`config.mk`:
```
export PLATFORM = sky130hd
export DESIGN_NAME = match_game_core
export DESIGN_NICKNAME = d
export VERILOG_FILES = /design/src/rtl/match_game_core.sv
export SDC_FILE = /design/constraint.sdc
export NUM_CORES = 1
export LEC_CHECK = 0
export CAP_MARGIN = 20
export CORE_MARGIN = 5
export CORE_UTILIZATION = 40
export CTS_CLUSTER_DIAMETER = 150
export DETAILED_ROUTE_END_ITERATION = 16
export PLACE_DENSITY = 0.69
export SLEW_MARGIN = 20
export SYNTH_ARGS = -nofsm -noshare
export SYNTH_HDL_FRONTEND = slang
export SYNTH_SLANG_ARGS = --single-unit
export TNS_END_PERCENT = 5
```
`constraint.sdc`:
```
create_clock -name clock -period 10 [get_ports clock]
set_input_delay 2 -clock clock [delete_from_list [all_inputs] [get_ports clock]]
set_output_delay 2 -clock clock [all_outputs]
set_load 0.02 [all_outputs]
```
`src/rtl/match_game_core.sv`:
```
// Card-matching game engine: cursor, two-pick FSM with card RAM fetch, pair compare,
// mismatch hold timer, match/try counting and win/lose detection.
module match_game_core #(
  parameter int unsigned GRID_W      = 6,
  parameter int unsigned GRID_H      = 6,
  parameter int unsigned SYM_W       = 5,
  parameter int unsigned HOLD_CYCLES = 25000000,
  parameter int unsigned MAX_TRIES   = 63,
  localparam int unsigned N          = GRID_W * GRID_H,
  localparam int unsigned LOC_W      = $clog2(N),
  localparam int unsigned TRY_W      = $clog2(MAX_TRIES + 1)
) (
  input  logic             clock,
  input  logic             reset,
  input  logic             start,
  input  logic             mv_up,
  input  logic             mv_dn,
  input  logic             mv_lt,
  input  logic             mv_rt,
  input  logic             sel,
  output logic [LOC_W-1:0] sym_addr,
  input  logic [SYM_W-1:0] sym_data,
  output logic [LOC_W-1:0] cursor,
  output logic [N-1:0]     revealed,
  output logic [N-1:0]     matched,
  output logic [LOC_W-1:0] card1_loc,
  output logic [LOC_W-1:0] card2_loc,
  output logic [SYM_W-1:0] card1_sym,
  output logic [SYM_W-1:0] card2_sym,
  output logic [TRY_W-1:0] tries,
  output logic [2:0]       state,
  output logic             game_over,
  output logic             win
);

  localparam int unsigned PAIRS  = N / 2;
  localparam int unsigned CNT_W  = $clog2(PAIRS + 1);
  localparam int unsigned HOLD_W = $clog2(HOLD_CYCLES + 1);
  localparam int unsigned ROW_W  = (GRID_H > 1) ? $clog2(GRID_H) : 1;
  localparam int unsigned COL_W  = (GRID_W > 1) ? $clog2(GRID_W) : 1;

  typedef enum logic [2:0] {
    StIdle    = 3'd0,
    StPick1   = 3'd1,
    StLoad1   = 3'd2,
    StPick2   = 3'd3,
    StLoad2   = 3'd4,
    StCompare = 3'd5,
    StShow    = 3'd6,
    StDone    = 3'd7
  } state_e;

  state_e           state_q, state_d;
  logic [ROW_W-1:0] row_q, row_d;
  logic [COL_W-1:0] col_q, col_d;
  logic [N-1:0]     revealed_q, revealed_d;
  logic [N-1:0]     matched_q, matched_d;
  logic [LOC_W-1:0] card1_loc_q, card1_loc_d;
  logic [LOC_W-1:0] card2_loc_q, card2_loc_d;
  logic [SYM_W-1:0] card1_sym_q, card1_sym_d;
  logic [SYM_W-1:0] card2_sym_q, card2_sym_d;
  logic [TRY_W-1:0] tries_q, tries_d;
  logic [CNT_W-1:0] count_q, count_d;
  logic [HOLD_W-1:0] hold_q, hold_d;
  logic [LOC_W-1:0] addr_q, addr_d;
  logic             win_q, win_d;
  logic             pick_ok;
  logic [N-1:0]     pair_mask;

  assign cursor    = LOC_W'(32'(row_q) * GRID_W + 32'(col_q));
  // A pick is only legal on a face-down, unmatched card.
  assign pick_ok   = sel && !revealed_q[cursor] && !matched_q[cursor];
  assign pair_mask = ({{(N-1){1'b0}}, 1'b1} << card1_loc_q)
                   | ({{(N-1){1'b0}}, 1'b1} << card2_loc_q);

  always_comb begin
    state_d     = state_q;
    row_d       = row_q;
    col_d       = col_q;
    revealed_d  = revealed_q;
    matched_d   = matched_q;
    card1_loc_d = card1_loc_q;
    card2_loc_d = card2_loc_q;
    card1_sym_d = card1_sym_q;
    card2_sym_d = card2_sym_q;
    tries_d     = tries_q;
    count_d     = count_q;
    hold_d      = hold_q;
    addr_d      = addr_q;
    win_d       = win_q;

    if (start) begin
      state_d     = StPick1;
      row_d       = '0;
      col_d       = '0;
      revealed_d  = '0;
      matched_d   = '0;
      card1_loc_d = '0;
      card2_loc_d = '0;
      card1_sym_d = '0;
      card2_sym_d = '0;
      tries_d     = '0;
      count_d     = '0;
      hold_d      = '0;
      addr_d      = '0;
      win_d       = 1'b0;
    end else begin
      if (state_q != StIdle && state_q != StDone) begin
        if (mv_up) begin
          row_d = (row_q == '0) ? ROW_W'(GRID_H - 1) : row_q - ROW_W'(1);
        end else if (mv_dn) begin
          row_d = (row_q == ROW_W'(GRID_H - 1)) ? '0 : row_q + ROW_W'(1);
        end else if (mv_lt) begin
          col_d = (col_q == '0) ? COL_W'(GRID_W - 1) : col_q - COL_W'(1);
        end else if (mv_rt) begin
          col_d = (col_q == COL_W'(GRID_W - 1)) ? '0 : col_q + COL_W'(1);
        end
      end

      case (state_q)
        StPick1: begin
          if (pick_ok) begin
            revealed_d[cursor] = 1'b1;
            card1_loc_d        = cursor;
            addr_d             = cursor;
            state_d            = StLoad1;
          end
        end
        StLoad1: begin
          card1_sym_d = sym_data;
          state_d     = StPick2;
        end
        StPick2: begin
          if (pick_ok) begin
            revealed_d[cursor] = 1'b1;
            card2_loc_d        = cursor;
            addr_d             = cursor;
            state_d            = StLoad2;
          end
        end
        StLoad2: begin
          card2_sym_d = sym_data;
          state_d     = StCompare;
        end
        StCompare: begin
          if (card1_sym_q == card2_sym_q) begin
            matched_d = matched_q | pair_mask;
            count_d   = count_q + CNT_W'(1);
            if (count_q == CNT_W'(PAIRS - 1)) begin
              win_d   = 1'b1;
              state_d = StDone;
            end else begin
              state_d = StPick1;
            end
          end else begin
            if (tries_q != TRY_W'(MAX_TRIES)) tries_d = tries_q + TRY_W'(1);
            hold_d  = HOLD_W'(HOLD_CYCLES - 1);
            state_d = StShow;
          end
        end
        StShow: begin
          if (hold_q == '0) begin
            revealed_d = revealed_q & ~pair_mask;
            if (tries_q == TRY_W'(MAX_TRIES)) begin
              win_d   = 1'b0;
              state_d = StDone;
            end else begin
              state_d = StPick1;
            end
          end else begin
            hold_d = hold_q - HOLD_W'(1);
          end
        end
        StIdle, StDone: ;
        default: state_d = StIdle;
      endcase
    end
  end

  always_ff @(posedge clock) begin
    if (reset) begin
      state_q     <= StIdle;
      row_q       <= '0;
      col_q       <= '0;
      revealed_q  <= '0;
      matched_q   <= '0;
      card1_loc_q <= '0;
      card2_loc_q <= '0;
      card1_sym_q <= '0;
      card2_sym_q <= '0;
      tries_q     <= '0;
      count_q     <= '0;
      hold_q      <= '0;
      addr_q      <= '0;
      win_q       <= 1'b0;
    end else begin
      state_q     <= state_d;
      row_q       <= row_d;
      col_q       <= col_d;
      revealed_q  <= revealed_d;
      matched_q   <= matched_d;
      card1_loc_q <= card1_loc_d;
      card2_loc_q <= card2_loc_d;
      card1_sym_q <= card1_sym_d;
      card2_sym_q <= card2_sym_d;
      tries_q     <= tries_d;
      count_q     <= count_d;
      hold_q      <= hold_d;
      addr_q      <= addr_d;
      win_q       <= win_d;
    end
  end

  assign sym_addr  = addr_q;
  assign revealed  = revealed_q;
  assign matched   = matched_q;
  assign card1_loc = card1_loc_q;
  assign card2_loc = card2_loc_q;
  assign card1_sym = card1_sym_q;
  assign card2_sym = card2_sym_q;
  assign tries     = tries_q;
  assign state     = state_q;
  assign game_over = (state_q == StDone);
  assign win       = win_q;

endmodule
```
## After elaboration in Yosys (flattened, before gate mapping)

Cells that the tools add are included.

| operators by class | value |
|---|---|
| add/subtract/negate cells | 8 |
| multipliers | 1 |
| order comparisons | 2 |
| equality and inequality tests | 26 |
| shifts and indexed selects | 2 |
| multiplexer cells | 33 |
| bitwise operators | 8 |
| reduce and logical (&&, ||, !) cells | 30 |

Operators with widths:

| cell | count |
|---|---|
| bitwise OR 36 bit | 3 |
| two-way mux 36 bit | 2 |
| case mux 36 bit (2 select lines) | 1 |
| left shift 1 x 6 -> 36 bit (first input constant) | 2 |
| two-way mux 25 bit | 2 |
| case mux 25 bit (2 select lines) | 1 |
| two-way mux 3 bit | 14 |
| AND 36 bit | 1 |
| inverter 36 bit | 1 |
| zero test 25 bit | 1 |
| subtractor 25 x 1 -> 25 bit (second input constant) | 1 |
| == test 3 bit (second input constant) | 6 |
| case mux 3 bit (6 select lines) | 1 |
| inequality test 2 bit (second input constant) | 8 |
| binary-select mux 1 bit (select 6 bit) | 2 |
| inequality test 3 bit (second input constant) | 4 |
| AND reduction 4 bit | 3 |
| AND reduction 2 bit | 5 |
| AND reduction 3 bit | 3 |
| two-way mux 1 bit | 8 |
| nonzero test 2 bit | 4 |
| less-than comparator 6 x 7 -> 1 bit (second input constant) | 1 |
| nonzero test 7 bit | 1 |
| adder 3 x 1 -> 3 bit (second input constant) | 2 |
| 23 further kinds | 33 |

| storage, ports and cells | value |
|---|---|
| register bits | 146 |
| bits of input ports | 13 |
| output and inout port bits | 117 |
| logic and storage cells | 125 |

## Longest topological paths before layout

Gate-level depths: netlist of run 1.

| logic depth | value |
|---|---|
| depth after elaboration | 10 |
| depth in mapped cells | 15 |
| mapped depth without buffers | 11 |

## Worst setup path after synthesis of run 1

OpenSTA, ideal clock, no wires.

| timing | value |
|---|---|
| kind | flip-flop to output port |
| from | register row_q[1] |
| to | output cursor[5] |
| arrival time | 1.910 ns |
| data required time | 8.000 ns |
| setup slack | 6.090 ns |
| stages on the path, launching flop included | 8 |
| buffers on the path | 0 |
| cell sequence | dfxtp_1 -> inv_1 -> ha_1 -> inv_1 -> fa_1 -> nand2b_1 -> xor2_1 -> inv_1 |

| on the way | value |
|---|---|
| longest elaborated chain between the ends | 2 |

Ends and longest elaborated chain:

| element | line | text |
|---|---|---|
| start: declaration | 54 | `logic [ROW_W-1:0] row_q, row_d;` |
| start signal: assignment | 198 | `row_q <= row_d;` |
| multiplier 3 x 2 -> 5 bit | 70 | `assign cursor = LOC_W'(32'(row_q) * GRID_W + 32'(col_q));` |
| adder 6 x 3 -> 6 bit | 70 |  |
| end: declaration | 23 | `output logic [LOC_W-1:0] cursor,` |

Every way passes these cells.

## Worst setup path in the final report of run 1

| timing | value |
|---|---|
| from | register row_q[1] |
| to | output cursor[2] |

The elaborated chain is that of the path after synthesis.

==> flow_metrics.env, run 1 <==
export IMPL_run_status="completed"
export IMPL_port_buffers=129
export IMPL_hpwl_um=16700
export IMPL_synth_nets=931
export IMPL_place_area_um2=8790
export IMPL_rrSetupSlack_ps=5870
export IMPL_avgSynthCellArea_um2=8.18
export IMPL_drt_initial_drc_count=722
export IMPL_regArea_um2=2920
export IMPL_die_width_um=146
export IMPL_post_route_period_util=0.532
export IMPL_dr_pass1_iters=6
export IMPL_crit_path_end_kind="output pin"
export IMPL_grt_first_pass_wirelength_um=37100
export IMPL_ys_top_cells_by_count="dfxtp_1 (146), nor2_1 (114), a21oi_1 (98)"
export IMPL_cts_tree="done"
export IMPL_gp_congestion=0.976
export IMPL_arrival_ps=3320
export IMPL_row_count=49
export IMPL_synth_main_ff_cell="dfxtp_1"
export IMPL_r2r_start="row_q[1]"
export IMPL_final_setup_tns_ps=0
export IMPL_synth_simple_gate_area_frac=0.231
export IMPL_num_vias=7097
export IMPL_routedWlPerCell_um=18.7
export IMPL_clockBufferDepth=2
export IMPL_rsz0062_at_grt="no"
export IMPL_area_growth_pct=28.4
export IMPL_finalWirelength_um=23400
export IMPL_ys_ff_latch=146
export IMPL_async_flop_share=0
export IMPL_ctsRootBufferMaster="clkbuf_16"
export IMPL_cts_resized=0
export IMPL_syn_area_um2=7390
export IMPL_r2r_cells=12
export IMPL_startpoint="row_q[1]"
export IMPL_reg2reg_to="card1_loc[5]"
export IMPL_yosysSeqAreaShare=0.396
export IMPL_fin_ws_ps=4680
export IMPL_vias_per_cell=5.69
export IMPL_synth_xor_area_frac=0.0476
export IMPL_crit_type="reg -> out"
export IMPL_grt_ovfl_total=0
export IMPL_cts_sinks=146
export IMPL_synth_area_leaders="dfxtp_1 (40%), a21oi_1 (6.6%), nor2_1 (5.8%)"
export IMPL_fmax_mhz=188
export IMPL_chipHeight_um=146
export IMPL_ys_types=70
export IMPL_synth_top_area_share=0.396
export IMPL_cts_hold_buf=0
export IMPL_antenna_cells_inserted=0
export IMPL_setup_violations=0
export IMPL_drc=0
export IMPL_fin_nets=1034
export IMPL_synthAdderAreaFrac=0.0274
export IMPL_grt_max_degree=62
export IMPL_ant_nets=0
export IMPL_multi_input_area_um2=4120
export IMPL_hold_violations=0
export IMPL_crit_end="cursor[2]"
export IMPL_maxSlewViolCount=0
export IMPL_ios=130
export IMPL_htreeDepth=4
export IMPL_synth_compound_area_frac=0.197
export IMPL_yosys_warnings=0
export IMPL_relSlewSlack=0.391
export IMPL_min_from="sym_addr[5]"
export IMPL_core_area_um2=18100
export IMPL_antenna_found_initial=0
export IMPL_synthMuxAreaShare=0.0520
export IMPL_final_cell_area_um2=9480
export IMPL_fillers=1684
export IMPL_hold_class="reg -> reg"
export IMPL_grt_total_usage=0.215
export IMPL_worst_ir_drop_vdd_uv=107
export IMPL_dp_slack_ps=5170
export IMPL_critPathRequiredTime_ps=8000
export IMPL_finClkSkew_ps=8.14
export IMPL_crit_path_max_fanout=36
export IMPL_start_kind="register"
export IMPL_max_cap_viol_count=0
export IMPL_clk_pin_slew_worst_paths_ps=60
export IMPL_postCtsSetupRepairBufs=0
export IMPL_p_leak_nw=3.27
export IMPL_layout_min_cycle_time_ps=5320
export IMPL_dieArea_um2=21300
export IMPL_yosysMostFrequentCell="dfxtp_1"
export IMPL_yosys_area_top_type="dfxtp_1"
export IMPL_synthCells=903
export IMPL_synth_top_family_by_area="simple AND/OR/NAND/NOR gates"
export IMPL_grt_pass1_vias=6807
export IMPL_layout_drive_gt1_share=0.0677
export IMPL_synth_edf_count=0
export IMPL_numCtsBuffers=17
export IMPL_clock_latency_ps=430
export IMPL_p_per_area_nw_per_um2=151
export IMPL_initial_core_util=0.409
export IMPL_worstMarginPinSlew_ps=907
[cell type report]
| class | instances | area share |
|---|---|---|
| Multi-Input combinational cell | 675 | 0.434 |
| Tap cell | 229 | 0.0302 |
| Clock inverter | 12 | 0.0265 |
| Inverter | 29 | 0.0115 |
| Sequential cell | 146 | 0.308 |
| Timing Repair Buffer | 137 | 0.142 |
| Clock buffer | 20 | 0.0471 |
[per-layer routing]
metal | up-vias | part of all wire | track usage
met1 | 3304 | 0.44 | 0.290
met3 | 49 | 0.080 | 0.0514
met4 | 0 | 0.028 | 0.0764
li1 | 3423 | - | -
met2 | 321 | 0.45 | 0.337
met5 | - | 0 | 0
[power breakdown]
| part | total, mW | leakage, nW | internal (mW) | switching [mW] |
|---|---|---|---|---|
| registers | 0.587 | 1.18 | 0.583 | 0.00337 |
| logic | 0.0824 | 1.76 | 0.0283 | 0.0541 |
| clock network | 0.760 | 0.331 | 0.502 | 0.258 |
| total | 1.43 | 3.27 | 1.11 | 0.315 |
[metrics by stage]
stage,power [mW],hold slack [ps],util,std cells
finish,1.43,467,0.524,1248
detailed placement,0.681,457,0.486,1216
CTS,1.43,469,0.524,1248
global placement,0.681,447,0.486,1216
floorplan,0.657,461,-,903
global route,1.47,486,0.524,1248
[critical path: stages (launching register included)]
cell and delay (ps):
dfxtp_1 390, inv_1 130, ha_1 330, inv_1 80
fa_1 500, buf_4 360, clkinv_1 430, clkdlybuf4s50_1 660
[worst min-delay path by stage]
stage,slack (ps),end,cells after the start
2_1_floorplan,460,hold_q[0],1
3_3_place_gp,450,sym_addr[3],2
4_1_cts,470,sym_addr[5],2
3_5_place_dp,460,sym_addr[5],2
5_1_grt,490,revealed[7],2
6_report,470,sym_addr[5],2
[logic make-up (layout without fill, tap and decap cells)]
group           after synthesis  after routing
buf+inv                      82            198
fa+ha+maj                    15             15
flops                       146            146
xor+xnor                     38             38
compound gates              234            234
simple gates                351            351
mux                          37             37
[placed cells by master (no fill, tap or decap), types with 14 or more instances in the layout]
master	n
nand3_1	39
xor2_1	29
dfxtp_1	146
o21ai_0	25
a21oi_1	98
nand2_1	83
mux2i_1	35
o22ai_1	36
nor3_1	14
clkdlybuf4s50_1	129
inv_1	27
nor2_1	112
clkbuf_16	17
[flip-flops by register name, summed over array words and instances, names as in the netlist, 3 cells and up]
register,count
matched,36
sym_addr,6
card1_loc,6
tries,6
revealed,36
hold_q,25
col_q,3
card1_sym,5
count_q,5
state,3
card2_loc,6
row_q,3
card2_sym,5
(Power assumes the default switching activity.)
==> run 2: changes to the inputs <==
Clock period 10 ns to 5.5 ns, I/O delays scaled along.
==> run 2 against run 1 <==
Sequential cell count is the same. Setup slack lost 3600 ps. Worst hold slack gained 2.5 ps. Clock skew grew 7.2 ps. Final cell count is essentially flat. Critical path depth is the same. First-iteration DRC count shrank 0.55%. Die area is the same. Design area shrank 0.82%. Combinational power grew 84%.
==> flow_metrics.env, run 2 (synthesis results as in run 1) <==
export IMPL_min_from="sym_addr[3]"
export IMPL_critPathSlowestCell="clkdlybuf4s50_1"
export IMPL_num_vias=7132
export IMPL_finalWirelength_um=23900
export IMPL_arrival_ps=3360
export IMPL_antenna_cells_inserted=0
export IMPL_setup_violations=0
export IMPL_cts_tree="done"
export IMPL_area_growth_pct=27.3
export IMPL_worst_ir_drop_vdd_uv=195
export IMPL_dieArea_um2=21300
export IMPL_fin_nets=1035
export IMPL_routedWlPerCell_um=19.1
export IMPL_cts_hold_buf=0
export IMPL_layout_min_cycle_time_ps=4460
export IMPL_drc=0
export IMPL_clock_latency_ps=430
export IMPL_cp_num_cells=7
export IMPL_fmax_mhz=224
export IMPL_layout_drive_gt1_share=0.0696
export IMPL_initial_core_util=0.409
export IMPL_p_leak_nw=3.24
export IMPL_post_route_period_util=0.811
export IMPL_p_per_area_nw_per_um2=256
export IMPL_r2r_cells=12
export IMPL_port_buffers=129
export IMPL_power_mw=2.40
export IMPL_hold_class="reg -> reg"
export IMPL_cts_resized=0
export IMPL_reg2reg_to="card1_loc[3]"
export IMPL_maxSlewViolCount=0
export IMPL_multi_input_area_um2=4110
export IMPL_gp_congestion=0.944
export IMPL_postCtsSetupRepairBufs=0
export IMPL_regArea_um2=2920
export IMPL_start_kind="register"
export IMPL_path_delay_family="buffers and inverters"
export IMPL_grt_total_usage=0.219
export IMPL_r2r_start="row_q[1]"
export IMPL_cpMostUsedCell="inv_1"
export IMPL_rrSetupSlack_ps=1290
export IMPL_crit_path_max_fanout=36
export IMPL_grt_pass1_vias=6780
export IMPL_clk_pin_slew_worst_paths_ps=60
export IMPL_row_count=49
export IMPL_core_area_um2=18100
export IMPL_crit_path_end_kind="output pin"
export IMPL_vias_per_cell=5.71
export IMPL_path_cells="inv_1 -> ha_1 -> inv_1 -> fa_1 -> buf_4 -> clkinv_1 -> clkdlybuf4s50_1"
export IMPL_final_setup_tns_ps=0
export IMPL_grt_first_pass_wirelength_um=37700
export IMPL_htreeDepth=4
export IMPL_crit_buf_inv=5
export IMPL_ctsRootBufferMaster="clkbuf_16"
export IMPL_clockBufferDepth=2
export IMPL_ant_nets=0
export IMPL_chipHeight_um=146
export IMPL_numCtsBuffers=17
export IMPL_fillers=1699
export IMPL_grt_ovfl_total=0
export IMPL_hold_violations=0
export IMPL_layout_common_cells="dfxtp_1 (146), clkdlybuf4s50_1 (129), nor2_1 (113)"
export IMPL_crit_type="reg -> out"
export IMPL_crit_end="cursor[2]"
export IMPL_rsz0062_at_grt="no"
export IMPL_max_cap_viol_count=0
export IMPL_worstMarginPinSlew_ps=937
export IMPL_max_stage_delay_ps=670
export IMPL_relSlewSlack=0.376
export IMPL_hpwl_um=17200
export IMPL_startpoint="row_q[1]"
export IMPL_run_status="completed"
export IMPL_dr_pass1_iters=5
export IMPL_ios=130
export IMPL_finClkSkew_ps=15.4
export IMPL_antenna_found_initial=0
export IMPL_die_width_um=146
export IMPL_final_common_cell="dfxtp_1"
export IMPL_cts_sinks=146
export IMPL_drt_initial_drc_count=718
export IMPL_grt_max_degree=49
export IMPL_critPathRequiredTime_ps=4400
[run 2: how the worst min path moves through the flow]
stage             endpoint  slack (ps)  cells after the start
6_report       sym_addr[3]         470                      2
2_1_floorplan    hold_q[0]         460                      1
4_1_cts        sym_addr[3]         470                      2
3_5_place_dp   sym_addr[2]         460                      2
3_3_place_gp   sym_addr[3]         450                      2
5_1_grt        sym_addr[3]         490                      2
[run 2: per-stage QoR]
step / instances / utilization / instance area [um^2] / setup slack, ps / hold slack, ps
detailed placement: 1217 / 0.487 / 8800 / 1390 / 455
finish: 1249 / 0.520 / 9410 / 1040 / 470
global placement: 1217 / 0.487 / 8800 / 1610 / 453
floorplan: 903 / - / 7390 / 2250 / 461
global route: 1249 / 0.520 / 9410 / 898 / 490
CTS: 1249 / 0.520 / 9410 / 1070 / 468
[run 2: routing by layer]
| metal | global-route usage | routed length, um | up-vias |
|---|---|---|---|
| met5 | 0 | 0 | - |
| met3 | 0.0573 | 1910 | 34 |
| li1 | - | - | 3431 |
| met2 | 0.344 | 10900 | 326 |
| met4 | 0.0750 | 524 | 0 |
| met1 | 0.293 | 10500 | 3341 |
[run 2: report_power, final]
group	switching [mW]	internal [mW]
combinational	0.0993	0.0525
clock	0.485	0.700
sequential	0.00722	1.06
total	0.592	1.81
[run 2: tightest hold or removal path, stage by stage (launching register included)]
cell and delay (ps):
dfxtp_1 310, nand2_1 50, mux2i_1 60
[run 2: layout make-up]
cell class / count / area share
Multi-Input combinational cell: 675 / 0.437
Sequential cell: 146 / 0.311
Timing Repair Buffer: 138 / 0.146
Clock buffer: 19 / 0.0482
Tap cell: 229 / 0.0305
Clock inverter: 13 / 0.0160
Inverter: 29 / 0.0116
==> run 3: changes to the inputs <==
Clock period 5.5 ns to 4.5 ns, I/O delays scaled along.
==> run 3 against run 2 <==
Critical endpoint is now card1_loc[1]. Largest power group unchanged. First-iteration DRC count fell by 16%. Sequential share of layout area fell by 0.16 points. Global-route usage increased by 0.76 points. Largest cell class unchanged. Via count rose by 0.53%. Worst hold slack got worse by 2.8 ps. Core utilization increased by 0.28 points. Sequential cell count did not move. Critical path depth grew 5.
==> flow_metrics.env, run 3 (synthesis results as in run 1) <==
export IMPL_htreeDepth=4
export IMPL_drc=0
export IMPL_dieArea_um2=21300
export IMPL_clk_pin_slew_worst_paths_ps=60
export IMPL_vias_per_cell=5.74
export IMPL_grt_total_usage=0.227
export IMPL_r2r_start="row_q[1]"
export IMPL_layout_min_cycle_time_ps=4180
export IMPL_relSlewSlack=0.331
export IMPL_area_growth_pct=28.0
export IMPL_grt_first_pass_wirelength_um=38900
export IMPL_num_vias=7170
export IMPL_max_stage_delay_ps=770
export IMPL_startpoint="row_q[1]"
export IMPL_max_cap_viol_count=0
export IMPL_antenna_cells_inserted=0
export IMPL_finClkSkew_ps=10.3
export IMPL_critPathRequiredTime_ps=4860
export IMPL_gp_congestion=0.990
export IMPL_ctsRootBufferMaster="clkbuf_16"
export IMPL_hpwl_um=17600
export IMPL_place_area_um2=8800
export IMPL_critPathSlowestCell="fa_1"
export IMPL_p_leak_nw=3.26
export IMPL_final_common_cell="dfxtp_1"
export IMPL_rsz0062_at_grt="no"
export IMPL_setup_violations=0
export IMPL_start_kind="register"
export IMPL_row_count=49
export IMPL_fin_nets=1035
export IMPL_finalWirelength_um=24600
export IMPL_final_cell_area_um2=9460
export IMPL_post_route_period_util=0.928
export IMPL_grt_pass1_vias=6882
export IMPL_grt_max_degree=93
export IMPL_crit_type="reg -> reg"
export IMPL_antenna_found_initial=0
export IMPL_worstMarginPinSlew_ps=1000
export IMPL_grt_ovfl_total=0
export IMPL_final_setup_tns_ps=0
export IMPL_ios=130
export IMPL_layout_drive_gt1_share=0.0676
export IMPL_arrival_ps=4540
export IMPL_clock_latency_ps=430
export IMPL_maxSlewViolCount=0
export IMPL_fmax_mhz=239
export IMPL_ant_nets=0
export IMPL_drt_initial_drc_count=604
export IMPL_core_area_um2=18100
export IMPL_hold_class="reg -> reg"
export IMPL_layout_common_cells="dfxtp_1 (146), clkdlybuf4s50_1 (129), nor2_1 (113)"
export IMPL_crit_path_end_kind="register"
export IMPL_cts_tree="done"
export IMPL_cts_hold_buf=0
export IMPL_run_status="completed"
export IMPL_p_per_area_nw_per_um2=325
export IMPL_path_cells="inv_1 -> ha_1 -> inv_1 -> fa_1 -> buf_4 -> mux2i_1 -> nor3_1 -> a2111oi_1 -> o211ai_1 -> nand3_1 -> and4_1 -> mux2i_1"
export IMPL_initial_core_util=0.409
export IMPL_die_width_um=146
export IMPL_crit_path_max_fanout=27
export IMPL_min_from="sym_addr[0]"
export IMPL_clockBufferDepth=2
export IMPL_chipHeight_um=146
export IMPL_dr_pass1_iters=6
export IMPL_cts_sinks=146
export IMPL_hold_violations=0
export IMPL_routedWlPerCell_um=19.7
export IMPL_numCtsBuffers=17
export IMPL_port_buffers=129
export IMPL_worst_ir_drop_vdd_uv=251
[run 3: cell type report]
type                       count  area, um^2
clock buffer                  20         447
clock inverter                12         205
fill                        1668        8630
inverter                      29         109
multi-input combinational    675        4120
sequential                   146        2920
tap                          229         287
timing repair buffer         138        1370
[run 3: metal layers]
metal | vias up | global-route usage | share of wire
li1 | 3424 | - | -
met1 | 3373 | 0.301 | 0.44
met2 | 321 | 0.356 | 0.45
met3 | 52 | 0.0642 | 0.083
met4 | 0 | 0.0750 | 0.029
met5 | - | 0 | 0
[run 3: path summary, 6_finish.rpt]
path / slack [ps] / to / depth (start not counted)
worst min register to register: 470 / sym_addr[0] / 2
worst min-delay path: 470 / sym_addr[0] / 2
worst max register to register: 320 / card1_loc[1] / 12
worst max-delay path: 320 / card1_loc[1] / 12
[run 3: report_power, final]
part / internal [mW] / switching [mW]
registers: 1.30 / 0.00848
logic: 0.0651 / 0.119
clock network: 1.00 / 0.585
[run 3: critical path: cells and delay by family (launching register included)]
kind	cells	cell delay [ps]
adder cells (fa/ha/maj)	2	1080
AO/OA/AOI/OAI	2	740
multiplexers	2	450
AND/OR/NAND/NOR	3	870
buffers and inverters	3	570
flip-flops	1	380
[run 3: repair_timing]
| action | CTS | global route |
|---|---|---|
| hold endpoints to repair | 0 | 0 |
| setup buffers | 0 | 0 |
| resized for setup | 0 | 1 |
| setup endpoints to repair | 0 | 3 |
[run 3: through the flow]
stage / hold WS, ps / cells / worst slack, ps / utilization / power, mW
6_report: 467 / 1249 / 322 / 0.523 / 3.08
5_1_grt: 500 / 1249 / 88.4 / 0.523 / 3.17
4_1_cts: 472 / 1249 / 403 / 0.523 / 3.09
3_5_place_dp: 456 / 1217 / 436 / 0.487 / 1.51
3_3_place_gp: 453 / 1217 / 568 / 0.487 / 1.51
2_1_floorplan: 461 / 903 / 1250 / - / 1.46
